## src/rtl/spigot_e_sequencer_pkg.sv

```systemverilog
// Shared types and constants for the spigot-of-e sequencer and its divider.
package spigot_e_pkg;

    localparam int DIGIT_W      = 4;
    localparam int RADIX_OFFSET = 2;
    // Headroom above the remainder width for x = r*10 + carry.
    localparam int DIV_EXTRA_W  = 4;

    function automatic int div_width(input int data_w);
        return data_w + DIV_EXTRA_W;
    endfunction

    typedef enum logic [3:0] {
        S_IDLE,
        S_INIT,
        S_EMIT2,
        S_PASS_START,
        S_RD,
        S_WT,
        S_DIV,
        S_WR,
        S_OUT,
        S_DONE
    } state_e;

endpackage

```

## src/rtl/spigot_e_sequencer_divider.sv

```systemverilog
// Restoring divider, one quotient bit per cycle; done pulses DIVIDEND_W+1 cycles after start.
module spigot_divider #(
    parameter int DIVIDEND_W = 12,
    parameter int DIVISOR_W  = 8,
    parameter int QUOT_W     = 4
) (
    input  logic                  clk,
    input  logic                  rst,
    input  logic                  start,
    input  logic [DIVIDEND_W-1:0] dividend,
    input  logic [DIVISOR_W-1:0]  divisor,
    output logic [QUOT_W-1:0]     quotient,
    output logic [DIVISOR_W-1:0]  remainder,
    output logic                  done
);

    localparam int CNT_W = $clog2(DIVIDEND_W + 1);

    logic [DIVIDEND_W-1:0] q_q, q_d;
    logic [DIVISOR_W-1:0]  rem_q, rem_d;
    logic [DIVISOR_W-1:0]  dvs_q;
    logic [CNT_W-1:0]      cnt_q, cnt_d;
    logic                  done_q;
    logic [DIVISOR_W:0]    trial;
    logic                  ge;

    always_comb begin
        trial = {rem_q, q_q[DIVIDEND_W-1]};
        ge    = trial >= {1'b0, dvs_q};
        q_d   = q_q;
        rem_d = rem_q;
        cnt_d = cnt_q;
        if (start) begin
            q_d   = dividend;
            rem_d = '0;
            cnt_d = CNT_W'(DIVIDEND_W);
        end else if (cnt_q != '0) begin
            // Dividend bits shift out the top while quotient bits shift in below.
            cnt_d = cnt_q - 1'b1;
            q_d   = {q_q[DIVIDEND_W-2:0], ge};
            rem_d = ge ? DIVISOR_W'(trial - {1'b0, dvs_q}) : trial[DIVISOR_W-1:0];
        end
    end

    always_ff @(posedge clk) begin
        if (rst) begin
            cnt_q  <= '0;
            done_q <= 1'b0;
        end else begin
            cnt_q  <= cnt_d;
            done_q <= (cnt_q == CNT_W'(1));
        end
    end

    always_ff @(posedge clk) begin
        q_q   <= q_d;
        rem_q <= rem_d;
        if (start) begin
            dvs_q <= divisor;
        end
    end

    assign quotient  = q_q[QUOT_W-1:0];
    assign remainder = rem_q;
    assign done      = done_q;

endmodule

```

## src/rtl/spigot_e_sequencer.sv

```systemverilog
// Spigot-of-e controller: initialises the external remainder RAM, runs one mixed-radix pass per digit, streams BCD digits.
module spigot_e_sequencer
    import spigot_e_pkg::*;
#(
    parameter int N_TERMS    = 32,
    parameter int ADDR_W     = 5,
    parameter int DATA_W     = 8,
    parameter int MAX_DIGITS = 32
) (
    input  logic               clk,
    input  logic               rst,
    input  logic               start,
    output logic               busy,
    output logic               done,
    output logic [3:0]         digit,
    output logic               digit_valid,
    input  logic               digit_ready,
    output logic [ADDR_W-1:0]  mem_addr,
    output logic [DATA_W-1:0]  mem_wdata,
    output logic               mem_we,
    input  logic [DATA_W-1:0]  mem_rdata
);

    localparam int DIV_W = div_width(DATA_W);
    localparam int CNT_W = $clog2(MAX_DIGITS + 1);
    localparam logic [ADDR_W-1:0] LAST_IDX = ADDR_W'(N_TERMS - 1);
    localparam logic [CNT_W-1:0]  LAST_CNT = CNT_W'(MAX_DIGITS);

    state_e               state_q, state_d;
    logic [ADDR_W-1:0]    idx_q, idx_d;
    logic [DIGIT_W-1:0]   carry_q, carry_d;
    logic [CNT_W-1:0]     cnt_q, cnt_d;

    logic                 div_start;
    logic [DIV_W-1:0]     rd_ext;
    logic [DIV_W-1:0]     div_dividend;
    logic [DATA_W-1:0]    div_divisor;
    logic [DIGIT_W-1:0]   div_quot;
    logic [DATA_W-1:0]    div_rem;
    logic                 div_done;

    // The divider latches x in WT, straight from the RAM read port.
    assign rd_ext       = DIV_W'(mem_rdata);
    assign div_dividend = (rd_ext << 3) + (rd_ext << 1) + DIV_W'(carry_q);
    assign div_divisor  = DATA_W'(idx_q) + DATA_W'(RADIX_OFFSET);

    spigot_divider #(
        .DIVIDEND_W (DIV_W),
        .DIVISOR_W  (DATA_W),
        .QUOT_W     (DIGIT_W)
    ) u_div (
        .clk        (clk),
        .rst        (rst),
        .start      (div_start),
        .dividend   (div_dividend),
        .divisor    (div_divisor),
        .quotient   (div_quot),
        .remainder  (div_rem),
        .done       (div_done)
    );

    always_ff @(posedge clk) begin
        if (rst) begin
            state_q <= S_IDLE;
            idx_q   <= '0;
            carry_q <= '0;
            cnt_q   <= '0;
        end else begin
            state_q <= state_d;
            idx_q   <= idx_d;
            carry_q <= carry_d;
            cnt_q   <= cnt_d;
        end
    end

    always_comb begin
        state_d = state_q;
        idx_d   = idx_q;
        carry_d = carry_q;
        cnt_d   = cnt_q;
        case (state_q)
            S_IDLE, S_DONE: begin
                if (start) begin
                    state_d = S_INIT;
                    idx_d   = '0;
                    cnt_d   = '0;
                end
            end
            S_INIT: begin
                if (idx_q == LAST_IDX) state_d = S_EMIT2;
                else                   idx_d   = idx_q + 1'b1;
            end
            S_EMIT2: begin
                if (digit_ready) begin
                    cnt_d   = CNT_W'(1);
                    state_d = (LAST_CNT == CNT_W'(1)) ? S_DONE : S_PASS_START;
                end
            end
            S_PASS_START: begin
                idx_d   = LAST_IDX;
                carry_d = '0;
                state_d = S_RD;
            end
            S_RD:  state_d = S_WT;
            S_WT:  state_d = S_DIV;
            S_DIV: if (div_done) state_d = S_WR;
            S_WR: begin
                carry_d = div_quot;
                if (idx_q == '0) begin
                    state_d = S_OUT;
                end else begin
                    idx_d   = idx_q - 1'b1;
                    state_d = S_RD;
                end
            end
            S_OUT: begin
                if (digit_ready) begin
                    cnt_d   = cnt_q + 1'b1;
                    state_d = (cnt_q + 1'b1 == LAST_CNT) ? S_DONE : S_PASS_START;
                end
            end
            default: state_d = S_IDLE;
        endcase
    end

    always_comb begin
        busy        = (state_q != S_IDLE) && (state_q != S_DONE);
        done        = (state_q == S_DONE);
        digit_valid = (state_q == S_EMIT2) || (state_q == S_OUT);
        digit       = '0;
        mem_we      = 1'b0;
        mem_addr    = '0;
        mem_wdata   = '0;
        div_start   = (state_q == S_WT);
        case (state_q)
            S_INIT: begin
                mem_we    = 1'b1;
                mem_addr  = idx_q;
                mem_wdata = DATA_W'(1);
            end
            S_RD: mem_addr = idx_q;
            S_WR: begin
                mem_we    = 1'b1;
                mem_addr  = idx_q;
                mem_wdata = div_rem;
            end
            S_EMIT2: digit = DIGIT_W'(2);
            S_OUT:   digit = carry_q;
            default: ;
        endcase
    end

endmodule

```

## config.mk

```make
export PLATFORM = sky130hd
export DESIGN_NAME = spigot_e_sequencer
export DESIGN_NICKNAME = d
export VERILOG_FILES = /design/src/rtl/spigot_e_sequencer_pkg.sv /design/src/rtl/spigot_e_sequencer_divider.sv /design/src/rtl/spigot_e_sequencer.sv
export SDC_FILE = /design/constraint.sdc
export NUM_CORES = 1
export LEC_CHECK = 0
export ABC_AREA = 1
export CAP_MARGIN = 20
export CORE_MARGIN = 2
export CORE_UTILIZATION = 53
export DETAILED_ROUTE_END_ITERATION = 6
export GPL_TIMING_DRIVEN = 0
export PLACE_DENSITY_LB_ADDON = 0.2
export SETUP_SLACK_MARGIN = 0.1
export SLEW_MARGIN = 20
export SYNTH_ARGS = -nofsm -noshare
export SYNTH_HDL_FRONTEND = slang
export SYNTH_SLANG_ARGS = --single-unit
```

## constraint.sdc

```tcl
create_clock -name clk -period 2.3 [get_ports clk]
set_input_delay 0.46 -clock clk [delete_from_list [all_inputs] [get_ports clk]]
set_output_delay 0.46 -clock clk [all_outputs]
set_load 0.01 [all_outputs]
```

Word-level counts from Yosys, hierarchy flattened
Index checks and enable logic that the tools add are counted.
Widths: inputs -> output; s select.
Storage, ports and cells
  bits in registers: 52
  latch bits: 0
  RAM bits: 0
  ROM bits: 0
  input port bits: 12
  output and inout port bits: 21
  word-level logic and storage cells: 82
  memories kept: 0
Cells by class
  add/sub/neg operators: 8
  multipliers: 0
  div/mod/pow operators: 0
  $lt $le $gt $ge: 1
  eq/ne operators: 20
  shifts and indexed selects: 0
  mux-type cells: 26
  bitwise gates (word level): 0
  reductions and logical operators: 17
Operator list (number)
  $mux 4: 9
  $pmux 4 s9: 1
  $mux 12: 2
  $mux 5: 4
  $pmux 5 s4: 1
  $mux 6: 3
  $pmux 6 s3: 1
  $eq 4x3->1 const B: 4
  $pmux 4 s2: 2
  $pmux 8 s2: 1
  $add 11x9->12: 1
  $add 12x4->12: 1
  $ne 2x2->1 const B: 6
  $reduce_bool 4->1: 3
  $ge 9x8->1: 1
  $eq 4x1->1 const B: 2
  $eq 4x2->1 const B: 2
  $eq 4x4->1 const B: 2
  $mux 8: 1
  $reduce_and 4->1: 2
  $sub 8x8->8: 1
  $add 5x2->6 const B: 1
  $add 6x1->6 const B: 1
  $eq 6x6->1 const B: 1
  other kinds (16): 19

Longest topological paths before layout
  depth after elaboration: 5
  depth in mapped cells: 12
  mapped depth without buffers: 12

Modules after synthesis
A second synthesis with hierarchy kept.
Unflattened totals
  cell total of the unflattened synthesis: 548
  area, all modules: 3801.1 um^2
Modules (own cells, without submodules)
  spigot_divider: instances 1, cells an instance 237, area each 1904.3 um^2, seq. area each 860.8 um^2
  spigot_e_sequencer: instances 1, cells an instance 311, area each 1896.8 um^2, seq. area each 380.4 um^2

Worst setup path after synthesis
OpenSTA, ideal clock, no wires.
  path type: input to register
  start point: input port mem_rdata[0]
  end point: register u_div.q_q[8], data pin
  arrival: 2045 ps
  required time: 2029 ps
  setup slack: -16 ps
  cell stages on the path: 9
  buffers on the path: 0
  path through: inv_1 fa_1 inv_1 fa_1 nand3_1 nand3_1 a21oi_1 or2_2 a31oi_1
On the way
  word-level cells in the longest chain between the ends: 3
RTL lines
  start: declaration: line spigot_e_sequencer.sv:21  | input logic [DATA_W-1:0] mem_rdata
  $add 11x9->12: line spigot_e_sequencer.sv:44  | assign div_dividend = (rd_ext << 3) + (rd_ext << 1) + DIV_W'(carry_q);
  $add 12x4->12: line spigot_e_sequencer.sv:44
  $mux 12: line spigot_e_sequencer_divider.sv:33  | if (start) begin
  named net u_div.q_d[8]: line spigot_e_sequencer_divider.sv:19  | logic [DIVIDEND_W-1:0] q_q, q_d;
  end signal: assignment: line spigot_e_sequencer_divider.sv:56  | q_q <= q_d;
  end: declaration: line spigot_e_sequencer_divider.sv:19
The timed path passes the listed nets, and every way through them passes these cells.
A chain may end at the register's enable or synchronous reset.

Final worst setup path
  start point: register state_q[0]
  end point: output port busy
On the way
  word-level cells in the longest chain between the ends: 2
  elaborated cells on any way between the ends: 3
RTL lines
  start: declaration: line spigot_e_sequencer.sv:29  | state_e state_q, state_d;
  start signal: assignment: line spigot_e_sequencer.sv:69  | state_q <= state_d;
  $ne 4x4->1 / $reduce_bool 4->1 (equally long branches): line spigot_e_sequencer.sv:127  | busy = (state_q != S_IDLE) && (state_q != S_DONE);
  $logic_and 1x1->1 *: line spigot_e_sequencer.sv:127
  end: declaration: line spigot_e_sequencer.sv:13  | output logic busy,
Mark *: on every way between the ends. The rest lies on a longest branch, timed or not.

==> impl_metrics.tcl <==
set metrics [dict create \
    synth_compound_area_share_pct 10.2 \
    yosysTopAreaCell "dfxtp_1" \
    grt_pass1_wl_um 13000 \
    sequentialPowerShare_pct 33.6 \
    synth_mux_area_share_pct 0 \
    root_buffer "clkbuf_8" \
    async_reset_ff_share_pct 0 \
    synthCells 484 \
    rows 29 \
    relSlewSlack_pct 66.3 \
    violations "DRC" \
    hold_end "carry_q[3]$_SDFFE_PP0P_" \
    critPathBufInv 3 \
    gp_congestion 0.923 \
    start_kind "flip-flop" \
    rsz0062_at_grt "true" \
    clk_pin_slew_ns 0.10 \
    layout.nets 573 \
    grt_pass1_vias 2941 \
    crit_family "buffers and inverters" \
    holdWs_ns 0.470 \
    p_leak_uw 0.00212 \
    power_uw 4450 \
    crit_type "reg2out" \
    yosysTopAreaCellShare_pct 18.1 \
    clk_latency_ns 0.31 \
    yosys-top-cells-count "nand2_1, inv_1, nor2_1" \
    synth-xor-area-share_pct 3.71 \
    synth-seq-area-share_pct 33.3 \
    finalHoldViolations 0 \
    slowest_stage "clkdlybuf4s50_1" \
    grt_max_degree 17 \
    drive_gt1_share_pct 16.3 \
    status "complete, but fails checks" \
    routed_wl_um 7680 \
    initial_core_util_pct 55.2 \
    intPower_uw 2490 \
    synth_simple_gate_area_share_pct 31.6 \
    netlist_area_um2 3540 \
    synth_area_leaders "dfxtp_1, edfxtp_1, nand2_1" \
    synth_fp_nets 529 \
    design.core.area_um2 6420 \
    postRouteAntennaNets 0 \
    die_w_um 85.8 \
    final-seq-area_um2 1190 \
    cts_buffers 5 \
    min_from "carry_q[3]$_SDFFE_PP0P_" \
    area_growth_pct 19.4 \
    power_density_nw_per_um2 1050 \
    io_pins 33 \
    synth_top_family_by_area "simple AND/OR/NAND/NOR gates" \
    overflow 0 \
    hold_path_depth 2 \
    setup_violations 0 \
    r2r_cells 10 \
    holdBufCountCts 0 \
    pwr-share-clk_pct 14.4 \
    crit_chain "inv_1, nor2_4, nand2_1, inv_2, nor2_4, clkdlybuf4s50_1" \
    dr.pass1.iters 7 \
    multiInputGateArea_um2 2180 \
    crit_fanout 4 \
    io_buffers 32 \
    ys_seq_elements 50 \
    worstMarginPinSlew_ns 0.506 \
    fp.dieH_um 85.8 \
    min_path_type "reg2reg" \
    fin_tns_setup_ns 0 \
    synth_fa_ha_area_share_pct 12.5 \
    htree_levels 2 \
    slew_viol_final 0 \
    rr_endpoint "u_div.q_q[9]$_DFFE_PP_" \
    maxCapViolations 0 \
    route.detailed.drc 4 \
    numClockSinks 50 \
    syn_avg_cell_area_um2 7.32 \
    fin_crit_sh_pct 93.4 \
    fin_util_pct 65.9 \
    vdd_ir_drop_max_mv 0.395 \
    switching_share_pct 44.0 \
    synth_warnings 0 \
    synth_cell_types 40 \
    fillers 567 \
    synth.most_common_cell "nand2_1" \
    cp_common_cell "nor2_4" \
    die-area_um2 7360 \
    required_ns 1.84 \
    cts.path.max_buffers 2 \
    r2r_start "carry_q[3]$_SDFFE_PP0P_" \
    wl_per_cell_um 12.7 \
    crit_arrival_ns 1.69 \
    drt_iter0_drc 115 \
    p_sw_uw 1960 \
    fmax_ghz 0.465 \
    antenna_found_initial 0 \
    dp_hpwl_um 5550 \
    ff2ff_setup_slack_ns 0.19 \
    period_needed_ns 2.15 \
    critPathMaxStageDelay_ns 0.56 \
    pwr-share-comb_pct 52.0 \
    dr_total_vias 3158 \
    ys.flop_type "dfxtp_1" \
    antenna_cells 0 \
    synth_edf_count 18 \
    cts_tree "done" \
    grt_usage_pct 21.7 \
    end_kind "primary output" \
    via_per_inst 5.21 \
    clock_skew_ns 0.00567 \
]
==> metal layers <==
layer,GRT usage (%),wire [µm]
met1,29.1,3580
met3,3.95,285
met2,34.7,3610
met5,0,0
met4,8.66,201
==> placed cells by master (no fill, tap or decap), types with 7 or more instances in the layout <==
master	synthesis	layout
xnor2_1	8	8
dfxtp_1	32	27
a21oi_1	28	24
inv_1	64	59
clkdlybuf4s50_1	0	10
nand2_4	6	8
o21ai_1	6	7
ha_1	29	26
inv_2	8	9
nand2_2	8	11
o21ai_0	20	19
xor2_1	7	7
edfxtp_1	18	18
nand3_1	38	33
nor2_1	44	43
nand2_1	127	122
dlygate4sd2_1	0	12
==> worst min-delay path, cell delays in order, from the launching register on <==
cell and delay [ns]:
dfxtp_2 0.33, nand2_1 0.05, a21oi_1 0.06
==> through the flow <==
step	area [µm²]	cells	worst slack, ns
3_5_place_dp	3970	593	-0.549
3_3_place_gp	3970	593	-0.489
6_report	4230	606	0.151
4_1_cts	4140	604	0.0794
2_1_floorplan	3560	484	0.124
5_1_grt	4230	606	0.0841
==> worst max-delay path by stage <==
stage                             from  cells past startpoint                      end  slack (ns)
6_report       state_q[0]$_SDFFE_PP0P_                      6                     busy        0.15
5_1_grt        state_q[0]$_SDFFE_PP0P_                      6                     busy        0.08
4_1_cts        state_q[0]$_SDFFE_PP0P_                      6                 digit[0]        0.08
3_5_place_dp              mem_rdata[0]                     11  u_div.q_q[11]$_DFFE_PP_       -0.55
3_3_place_gp              mem_rdata[0]                     11  u_div.q_q[11]$_DFFE_PP_       -0.49
2_1_floorplan             mem_rdata[0]                      9   u_div.q_q[8]$_DFFE_PP_        0.12
==> timing repair <==
action	CTS	global route
gates resized for setup	41	31
buffers inserted	3	2
hold endpoints to repair	0	0
setup endpoints to repair	35	23
pin swaps	5	13
==> registers in the layout, summed over array words and instances (netlist names) <==
register         cells
carry_q              4
cnt_q                6
idx_q                5
state_q              4
u_div.cnt_q          4
u_div.done           1
u_div.dvs_q          6
u_div.q_q           12
u_div.remainder      8
==> power by group through the flow <==
stage | combinational (µW) | clock (µW) | sequential, µW
global placement | 2150 | 0 | 1490
finish | 2310 | 639 | 1490
detailed placement | 2210 | 0 | 1500
CTS | 2230 | 656 | 1490
global route | 2620 | 691 | 1530
floorplan | 1730 | 0 | 1440
==> logic make-up (layout without fill, tap and decap cells) <==
family,Yosys count,after routing
buffers and inverters,77,122
xor gates and xnor gates,15,15
adders and majority gates,33,33
AOI/OAI and AO/OA,64,64
and+or+nand+nor,245,245
DFF,50,50
==> area by class of cell <==
class | count | share of cell area, %
clock inverters | 3 | 1.03
inverters | 73 | 6.74
multi-input cells | 357 | 51.5
plain buffers | 4 | 0.798
clock buffers | 5 | 1.63
repair buffers | 37 | 7.87
flip-flops and latches | 50 | 28.2
well taps | 77 | 2.28
Power figures use the tool's default switching activity.
